`src/rtl/row_check.sv`:
```
// Row occupancy scanner: walks one board row through a 1-cycle-latency RAM and reports full/not-full.
// Optional ROW_CHECK_SCAN_ALL_EN: scan every cell and report filled_count instead of exiting early.
module row_check #(
    parameter int BOARD_W  = 10,
    parameter int BOARD_H  = 20,
    parameter int ID_W     = 3,
    parameter int EMPTY_ID = 0
) (
    input  logic            clk,
    input  logic            rst_n,
    input  logic            start_check,
    input  logic [4:0]      row,
    input  logic [ID_W-1:0] read_id,
    output logic [4:0]      read_x,
    output logic [4:0]      read_y,
    output logic            busy,
    output logic            fail_or_full,
`ifdef ROW_CHECK_SCAN_ALL_EN
    output logic [4:0]      filled_count,
`endif
    output logic            full
);

    // state | meaning
    // IDLE  | waiting for start_check; result flags held
    // SCAN  | issuing column reads and comparing returned ids
    typedef enum logic [0:0] {IDLE, SCAN} state_t;

    localparam logic [4:0]      LAST_X  = 5'(BOARD_W - 1);
    localparam logic [4:0]      ROW_LIM = 5'(BOARD_H);
    localparam logic [ID_W-1:0] EMPTY   = ID_W'(EMPTY_ID);

    state_t     state, state_nxt;
    logic [4:0] read_x_nxt, read_y_nxt;
    logic       busy_nxt, fail_or_full_nxt, full_nxt;
    logic       pend, pend_nxt;
    logic [4:0] pend_x, pend_x_nxt;
    logic       cell_ok;
`ifdef ROW_CHECK_SCAN_ALL_EN
    localparam logic [4:0] FULL_CNT = 5'(BOARD_W);
    logic [4:0] filled_count_nxt;
`endif

    always_ff @(posedge clk or negedge rst_n) begin
        if (!rst_n) begin
            state        <= IDLE;
            read_x       <= '0;
            read_y       <= '0;
            busy         <= 1'b0;
            fail_or_full <= 1'b0;
            full         <= 1'b0;
            pend         <= 1'b0;
            pend_x       <= '0;
`ifdef ROW_CHECK_SCAN_ALL_EN
            filled_count <= '0;
`endif
        end else begin
            state        <= state_nxt;
            read_x       <= read_x_nxt;
            read_y       <= read_y_nxt;
            busy         <= busy_nxt;
            fail_or_full <= fail_or_full_nxt;
            full         <= full_nxt;
            pend         <= pend_nxt;
            pend_x       <= pend_x_nxt;
`ifdef ROW_CHECK_SCAN_ALL_EN
            filled_count <= filled_count_nxt;
`endif
        end
    end

    assign cell_ok = (read_id != EMPTY);

    always_comb begin
        state_nxt        = state;
        read_x_nxt       = read_x;
        read_y_nxt       = read_y;
        busy_nxt         = busy;
        fail_or_full_nxt = fail_or_full;
        full_nxt         = full;
        pend_nxt         = 1'b0;
        pend_x_nxt       = pend_x;
`ifdef ROW_CHECK_SCAN_ALL_EN
        filled_count_nxt = filled_count;
`endif
        case (state)
            IDLE: begin
                if (start_check) begin
                    fail_or_full_nxt = 1'b0;
                    full_nxt         = 1'b0;
                    read_x_nxt       = '0;
`ifdef ROW_CHECK_SCAN_ALL_EN
                    filled_count_nxt = '0;
`endif
                    if (row >= ROW_LIM) begin
                        // out-of-range row fails immediately without touching the RAM
                        fail_or_full_nxt = 1'b1;
                    end else begin
                        read_y_nxt = row;
                        busy_nxt   = 1'b1;
                        state_nxt  = SCAN;
                    end
                end
            end
            SCAN: begin
                pend_nxt   = 1'b1;
                pend_x_nxt = read_x;
                if (read_x < LAST_X)
                    read_x_nxt = read_x + 5'd1;
                if (pend) begin
`ifdef ROW_CHECK_SCAN_ALL_EN
                    if (cell_ok)
                        filled_count_nxt = filled_count + 5'd1;
                    if (pend_x == LAST_X) begin
                        fail_or_full_nxt = 1'b1;
                        full_nxt         = (filled_count_nxt == FULL_CNT);
                        busy_nxt         = 1'b0;
                        read_x_nxt       = '0;
                        pend_nxt         = 1'b0;
                        state_nxt        = IDLE;
                    end
`else
                    if (!cell_ok || pend_x == LAST_X) begin
                        fail_or_full_nxt = 1'b1;
                        full_nxt         = cell_ok;
                        busy_nxt         = 1'b0;
                        read_x_nxt       = '0;
                        pend_nxt         = 1'b0;
                        state_nxt        = IDLE;
                    end
`endif
                end
            end
            default: state_nxt = IDLE;
        endcase
    end

endmodule

```
`config.mk`:
```
export PLATFORM = sky130hd
export DESIGN_NAME = row_check
export DESIGN_NICKNAME = d
export VERILOG_FILES = /design/src/rtl/row_check.sv
export SDC_FILE = /design/constraint.sdc
export NUM_CORES = 1
export LEC_CHECK = 0
export ABC_AREA = 1
export BUFFER_PORTS_ARGS = -buffer_cell sky130_fd_sc_hd__buf_2
export CELL_PAD_IN_SITES_DETAIL_PLACEMENT = 1
export CELL_PAD_IN_SITES_GLOBAL_PLACEMENT = 1
export CORE_UTILIZATION = 40
export DETAILED_ROUTE_END_ITERATION = 8
export GPL_ROUTABILITY_DRIVEN = 0
export PLACE_DENSITY = 0.82
export SLEW_MARGIN = 20
export SYNTH_ARGS = -nofsm -noshare
export SYNTH_HDL_FRONTEND = slang
export SYNTH_SLANG_ARGS = --single-unit
```
`constraint.sdc`:
```
create_clock -name clk -period 2.64 [get_ports clk]
set_input_delay 0.66 -clock clk [delete_from_list [all_inputs] [get_ports clk]]
set_output_delay 0.66 -clock clk [all_outputs]
set_load 0.005 [all_outputs]
```
# Yosys cells after proc, flatten, opt, wreduce, memory -nomap -nowiden
# Cells that the tools add are included.
totals:
  word_cells: 49
  reg_bits: 20
  output_inout_bits: 13
  in_bits: 11
op_classes:
  add_sub_neg: 1
  bitwise: 2
  reduce_logical: 6
  n_eq_ne: 5
  muxes: 25
  magnitude_cmp: 2
op_table:
  columns: ["cell", "count"]
  rows:
  - ["$mux W5", 4]
  - ["$mux W1", 16]
  - ["$pmux W5 S2", 1]
  - ["$pmux W1 S2", 4]
  - ["$reduce_and A3 Y1", 2]
  - ["$add A5 B1 Y5 const B", 1]
  - ["$eq A5 B4 Y1 const B", 1]
  - ["$ge A5 B5 Y1 const B", 1]
  - ["$lt A5 B4 Y1 const B", 1]
  - ["$ne A2 B1 Y1 const B", 2]
  - ["$ne A2 B2 Y1 const B", 2]
  - ["$reduce_and A4 Y1", 1]
  - ["$reduce_bool A3 Y1", 1]
  - ["$not A1 Y1", 2]
  - ["$logic_not A1 Y1", 1]
  - ["$logic_or A1 B1 Y1", 1]

# Longest topological paths before layout
# Gate-level depths: netlist of run 1.
logic_depth:
  word_depth: 6
  mapped_depth: 8
  ltp_nobuf: 8

# Least setup slack after synthesis of run 1
# Ideal clock, no wire load.
synth_path:
  kind: "input-to-reg"
  startpoint: "input port row[3]"
  endpoint: "register read_y[1]"
  t_required_ns: 2.519
  stages: 5
  t_arrival_ns: 1.249
  setup_ns: 0.121
  slack_ns: 1.271
  path_buffers: 1
  cell_sequence: "o21ai_0 > nand3_1 > buf_2 > nand2_1 > o21ai_1"
synth_between:
  elab_chain_cells: 3
synth_lines:
  columns: ["element", "line", "source"]
  rows:
  - ["from (decl)", "12", "input logic [4:0] row,"]
  - ["$ge A5 B5 Y1", "95", "if (row >= ROW_LIM) begin"]
  - ["$not A1 Y1 (no source line)", null, null]
  - ["$reduce_and A3 Y1 (no source line)", null, null]
  - ["to (signal assigned)", "60", "read_y <= read_y_nxt;"]
  - ["to (decl)", "15", "output logic [4:0] read_y,"]
# No other way between the ends.
# A chain may end at the register's enable or synchronous reset.

# Worst setup path in the final report of run 1
layout_path:
  startpoint: "register read_x[3]"
  endpoint: "output port read_x[3]"
layout_lines:
  columns: ["element", "line", "source"]
  rows:
  - ["from (decl)", "14", "output logic [4:0] read_x,"]
  - ["from (signal assigned)", "59", "read_x <= read_x_nxt;"]
# No word-level cell between the ends.

==> summary.md, run 1 <==
| Metric | Value |
|---|---|
| Max-slew violations | 0 |
| Top delay family on crit path | flip-flops |
| Worst-path cell chain | buf_2 |
| WL final | roughly 2100 um |
| DRT Pass-1 Iters | 2 |
| Hold crit path type | in2async |
| Register area share after synthesis | 0.538 |
| Max cap viols | 0 |
| Min Clock Period, post-route | about 1.6 ns |
| GRT overflow | 0 |
| FF+latch count, synth | 20 |
| CTS clk-pin slew, worst paths | between 0.1 and 0.15 ns |
| YS warnings | 0 |
| H-tree Lvls | 1 |
| Share of post-route cells with drive strength above 1 | 0.300 |
| # hold bufs at CTS | 0 |
| Worst VDD drop | 0.481 mV |
| Die Ht | approximately 50 um |
| Remaining DRCs | 0 |
| CP Class | reg2out |
| Core Box Area | between 2000 and 2500 um2 |
| Nets | roughly 140 |
| Area after DPL | 1060 um2 |
| HPWL Detailed | between 1500 and 2000 um |
| Library cells used by synthesis | 22 |
| WP buf/inv | 1 |
| Final period util | 0.617 |
| Post-synthesis cell count | 106 |
| Layout area overhead | 16.8% |
| TritonCTS buffer count | 3 |
| Least-Margin Pin Slew | roughly 0.45 ns |
| Max incr delay on CP | ~0.50 ns |
| Port bufs | 23 |
| Die W | approximately 50 um |
| Die ar. | 2520 um2 |
| CTS tree | yes |
| Most frequent cells in the layout | 23 x nand2_1, 23 x buf_2, 20 x dfrtp_1, 17 x inv_1, 9 x o21ai_0 |
| Avg Cell Area, Syn | 8.77 um2 |
| Seq. cell area | roughly 500 um2 |
| IO Pins | 24 |
| Pwr dens | approximately 1100 nW/um2 |
| Diodes inserted | 0 |
| Row count | 17 |
| Total track usage | 0.203 |
| CTS Root Cell | clkbuf_4 |
| Routed Antenna Nets | 0 |
| Resize count post-CTS | 0 |
| Crit Path Max Fanout | 6 |
| Worst Path Arrival | a little under 1 ns |
| Worst path slowest cell | dfrtp_1 |
| Fin Setup TNS | 0 ns |
| Post-CTS Setup Bufs | 0 |
| Largest net degree at the start of global routing | 21 |
| Vias in the first global route | a little over 800 |
| Starting Density | 0.424 |
| First-pass GRT wire length | 3710 um |
| Worst clock skew | roughly 0.007 ns |
| Multi-input gate area | roughly 340 um2 |
| Outcome | complete, no violations |
| P_leak | just under 0.6 nW |
| Worst relative slew slack | 0.697 |
| Vias per cell | slightly above 5 |
| Syn_nets | 118 |
| CP Capture Type | output pin |
| Fillcell total | 276 |
| Fmax | 614 MHz |
| Wire per inst | 13.3 um |
| Clock latency on the worst-skew pair | approximately 0.3 ns |
| First DRT Iteration DRCs | 6 |
| Post-Synthesis Cell Area | ~930 um2 |
| Worst EP required | 1.98 ns |
| Design Area, Final | 1090 um2 |
| Worst-case clock buffer depth | 2 |
| Final setup violating endpoints | 0 |
| RSZ-0062 raised after global routing | false |
| Initial antenna violation count | 0 |
| Vias after detailed routing | approximately 800 |
| CP Launch Type | register |
| Hold Fails Final Rpt | 0 |
| TritonCTS Sinks | 20 |
[report_power, final]
part | leakage (nW) | switching (W) | internal [W]
logic | 0.332 | 0.000298 | 0.000209
registers | 0.248 | 0.000108 | 0.000432
clock network | 0.0138 | 0.0000907 | 0.0000532
[area by class of cell]
type                    count  share of cell area
repair buffers             23               0.106
clock buffers               3              0.0207
multi-input cells          64               0.309
inverters                  20              0.0714
well taps                  28              0.0323
flip-flops and latches     20               0.461
[cells in the mapped netlist]
cell type	instances	area (um2)
buf_2	1	5.00
inv_2	2	7.51
o21ai_0	9	45.0
inv_4	1	6.26
nand3_4	1	17.5
nor2_1	6	22.5
o21ai_1	5	25.0
dfrtp_1	20	500
ha_1	1	12.5
nand3_1	6	30.0
nand2_2	2	12.5
a21oi_1	1	5.00
nand2_1	23	86.3
a21boi_0	1	7.51
buf_6	1	11.3
nor2_2	2	12.5
xor2_1	1	8.76
or2_4	1	8.76
a21oi_2	3	26.3
inv_1	17	63.8
o21ai_2	1	8.76
nand4_1	1	6.26
[per-layer routing]
metal / GRT usage / routed length [um] / up-vias
li1: - / - / 378
met3: 0.0273 / 51 / 5
met4: 0.100 / 40 / 0
met1: 0.254 / 940 / 401
met2: 0.342 / 1080 / 15
met5: 0 / 0 / -
[registers in the layout, indices dropped and copies added (netlist names)]
signal / flops
busy: 1
fail_or_full: 1
read_y: 5
read_x: 5
pend_x: 5
pend: 1
full: 1
state: 1
[kinds of logic (layout without fill, tap and decap cells)]
family	Yosys count	in the layout	share of synthesized area
and+or+nand+nor	42	42	0.211
AOI/OAI and AO/OA	20	20	0.127
buffers and inverters	22	46	0.101
DFF	20	20	0.538
xor gates and xnor gates	1	1	0.00942
adders and majority gates	1	1	0.0135
[stage by stage]
stage | power (W) | worst slack, ns | hold slack [ns] | instances | util
global placement | 0.00102 | 0.975 | 0.461 | 155 | 0.485
global route | 0.00129 | 0.951 | 0.323 | 158 | 0.496
CTS | 0.00121 | 1.01 | 0.299 | 158 | 0.496
floorplan | 0.000878 | 1.27 | 0.364 | 106 | -
detailed placement | 0.00107 | 0.915 | 0.483 | 155 | 0.485
finish | 0.00119 | 1.01 | 0.287 | 158 | 0.496
[worst paths after layout]
path                                start   endpoint  slack, ns  depth (start not counted)
worst max-delay path            read_x[3]  read_x[3]       1.01                          1
worst max register to register      state       full       1.30                          7
worst min register to register  read_y[4]  read_y[4]       0.50                          2
min in group clk                read_y[4]  read_y[4]       0.50                          2
worst min-delay path                rst_n  read_y[2]       0.29                          1
max in group asynchronous           rst_n  read_x[4]       2.03                          1
No activity file was read; power rests on OpenSTA's default activity.
==> inputs of run 2 (changes only) <==
--- a/config.mk
+++ b/config.mk
@@ -5,14 +5,14 @@
 export SDC_FILE = /design/constraint.sdc
 export NUM_CORES = 1
 export LEC_CHECK = 0
-export ABC_AREA = 1
+export ABC_AREA = 0
 export BUFFER_PORTS_ARGS = -buffer_cell sky130_fd_sc_hd__buf_2
 export CELL_PAD_IN_SITES_DETAIL_PLACEMENT = 1
 export CELL_PAD_IN_SITES_GLOBAL_PLACEMENT = 1
-export CORE_UTILIZATION = 40
+export CORE_UTILIZATION = 39
 export DETAILED_ROUTE_END_ITERATION = 8
 export GPL_ROUTABILITY_DRIVEN = 0
-export PLACE_DENSITY = 0.82
+export PLACE_DENSITY = 0.77
 export SLEW_MARGIN = 20
 export SYNTH_ARGS = -nofsm -noshare
 export SYNTH_HDL_FRONTEND = slang
==> constraint.sdc (replaced) <==
create_clock -name clk -period 1.6 [get_ports clk]
set_input_delay 0.4 -clock clk [delete_from_list [all_inputs] [get_ports clk]]
set_output_delay 0.4 -clock clk [all_outputs]
set_load 0.005 [all_outputs]
==> run 2 against run 1 <==
- synthesized cell count down 31%
- flip-flop and latch count unchanged
- global-route usage down 2.9 points
- hold slack worse by 0.27 ns
- non-clock buffer count up 1
- largest cell class unchanged
- first-iteration DRC count up 67%
- clock skew down 0.0030 ns
- die area down 0.32%
- register-to-register slack worse by 1.1 ns
- wire length down 14%
- utilization up 0.057 points
- cell count down 20%
==> summary.md, run 2 <==
| Metric | Value |
|---|---|
| Outcome | complete, no violations |
| Post-Synthesis Cell Area | between 900 and 1000 um2 |
| Row count | 17 |
| Hold Fails Final Rpt | 0 |
| Die Ht | between 50 and 60 um |
| Share of post-route cells with drive strength above 1 | 0.434 |
| Crit Path Max Fanout | 6 |
| Commonest cells in the netlist | 20 x dfrtp_1, 10 x mux2_2, 5 x o21ai_0, 4 x a21oi_1, 4 x inv_1 |
| Core Box Area | roughly 2200 um2 |
| Count leader, synth | dfrtp_1 |
| Design Area, Final | around 1100 um2 |
| Worst clock skew | slightly below 0.004 ns |
| Worst-path cell chain | or3b_1 -> o221ai_2 -> nor3_1 |
| Final setup violating endpoints | 0 |
| WP buf/inv | 0 |
| DRT Pass-1 Iters | 4 |
| # hold bufs at CTS | 0 |
| CTS tree | yes |
| Routed Antenna Nets | 0 |
| Post-synthesis cell count | 73 |
| Final period util | 0.866 |
| Clock latency on the worst-skew pair | ~0.30 ns |
| Register area share after synthesis | 0.554 |
| Hold crit path type | in2async |
| Placed insts | around 120 |
| Die ar. | between 2000 and 3000 um2 |
| GRT overflow | 0 |
| Yosys top cell area share | 0.554 |
| Wire per inst | 14.3 um |
| CP Capture Type | register |
| Area after DPL | approximately 1100 um2 |
| Pwr dens | roughly 1800 nW/um2 |
| CP Class | reg2reg |
| Post-synth ARST share | 1.00 |
| Max-slew violations | 0 |
| HPWL Detailed | 1370 um |
| Max cap viols | 0 |
| Initial antenna violation count | 0 |
| FF+latch count, synth | 20 |
| Post-CTS Setup Bufs | 0 |
| Worst Path Arrival | around 1.6 ns |
| Min Clock Period, post-route | between 1 and 1.5 ns |
| YS warnings | 0 |
| TritonCTS buffer count | 3 |
| Max incr delay on CP | 0.45 ns |
| Worst path slowest cell | or3b_1 |
| WL final | 1820 um |
| RSZ-0062 raised after global routing | false |
| Nets | around 110 |
| First DRT Iteration DRCs | 10 |
| Port bufs | 23 |
| Starting Density | 0.412 |
| Avg Cell Area, Syn | 12.4 um2 |
| Diodes inserted | 0 |
| Resize count post-CTS | 0 |
| Syn_nets | 85 |
| Fin Hold WS | 0.0198 ns |
| IO Pins | 24 |
| Top Registers | pend_x x5, read_x x5, read_y x5 |
| CTS Root Cell | clkbuf_4 |
| Commonest non-fill, non-tap cell in the layout | buf_2 |
| Pre-CTS WS | around 0.1 ns |
| Worst-case clock buffer depth | 2 |
| Largest net degree at the start of global routing | 21 |
| Setup WS post-layout | 0.214 ns |
| Synth top area cells | dfrtp_1 55%, mux2_2 12%, o21ai_0 2.8% |
| Vias per cell | approximately 5.3 |
| Vias in the first global route | between 700 and 800 |
| Vias after detailed routing | about 670 |
| Worst relative slew slack | 0.713 |
| Library cells used by synthesis | 30 |
| Remaining DRCs | 0 |
| TritonCTS Sinks | 20 |
| Fin Setup TNS | 0 ns |
| Post-Layout Cell Count | ~130 |
| Fillcell total | about 250 |
| CP Launch Type | register |
| CTS clk-pin slew, worst paths | 0.11 ns |
| Total track usage | 0.175 |
| Main flop type after synthesis | dfrtp_1 |
| Worst EP required | roughly 1.8 ns |
| Worst VDD drop | 0.950 mV |
| Top delay family on crit path | simple AND/OR/NAND/NOR gates |
| Most frequent cells in the layout | 23 x buf_2, 20 x dfrtp_1, 10 x mux2_2, 5 x o21ai_0 |
| P_leak | just over 0.5 nW |
| Synth area leader | dfrtp_1 |
| First-pass GRT wire length | 3230 um |
| Number of synthesized flops with an enable pin | 0 |
| H-tree Lvls | 1 |
| Fmax | 722 MHz |
| Die W | 50.1 um |
| Layout area overhead | 20.4% |
| Least-Margin Pin Slew | approximately 0.43 ns |
-- run 2: changes by cell type after synthesis, sizes merged, moves of 4 or more --
cell | before | now
inv | 20 | 4
nand2b | 0 | 4
nand2 | 25 | 1
mux2 | 0 | 10
nand3 | 7 | 2
nor2 | 8 | 2
o21ai | 15 | 5
-- run 2: worst paths after layout --
kind                              to  slack (ns)  startpoint  depth (start not counted)
setup / recovery           read_x[2]        0.21   pend_x[1]                          3
hold / removal                  busy        0.02       rst_n                          1
setup reg to reg           read_x[2]        0.21   pend_x[1]                          3
hold reg to reg            read_y[2]        0.51   read_y[2]                          1
max in group asynchronous  pend_x[1]        1.28       rst_n                          1
min in group clk           read_y[1]        0.32      row[1]                          2
-- run 2: final cells by class --
type                       instances  area (um2)  area share
tap                               28        35.0      0.0322
clock buffer                       4        36.3      0.0334
timing repair buffer              24         123       0.113
multi-input combinational         47         378       0.348
sequential                        20         500       0.460
inverter                           4        15.0      0.0138
-- run 2: per-stage QoR --
stage          power, W   util
2_1_floorplan   0.00140      -
3_3_place_gp    0.00166  0.480
3_5_place_dp    0.00171  0.480
4_1_cts         0.00200  0.496
5_1_grt         0.00215  0.496
6_report        0.00198  0.496
-- run 2: power breakdown --
part	internal, W	switching [W]	total, W
logic	0.000426	0.000364	0.000790
registers	0.000724	0.000172	0.000895
clock network	0.000139	0.000151	0.000290
-- run 2: cells by family (layout without fill, tap and decap cells) --
family                   Yosys count  count (layout)  synth area share
AO/OA/AOI/OAI                     20              20             0.158
flip-flops                        20              20             0.554
AND/OR/NAND/NOR                   16              16             0.122
multiplexers                      10              10             0.125
buffers and inverters              6              32            0.0277
adder cells (fa/ha/maj)            1               1            0.0138
-- run 2: metal layers --
metal,up-vias,global-route usage,wire (um)
li1,320,-,-
met1,331,0.208,794
met2,18,0.309,932
met3,4,0.0303,62
met4,0,0.0714,28
met5,-,0,0
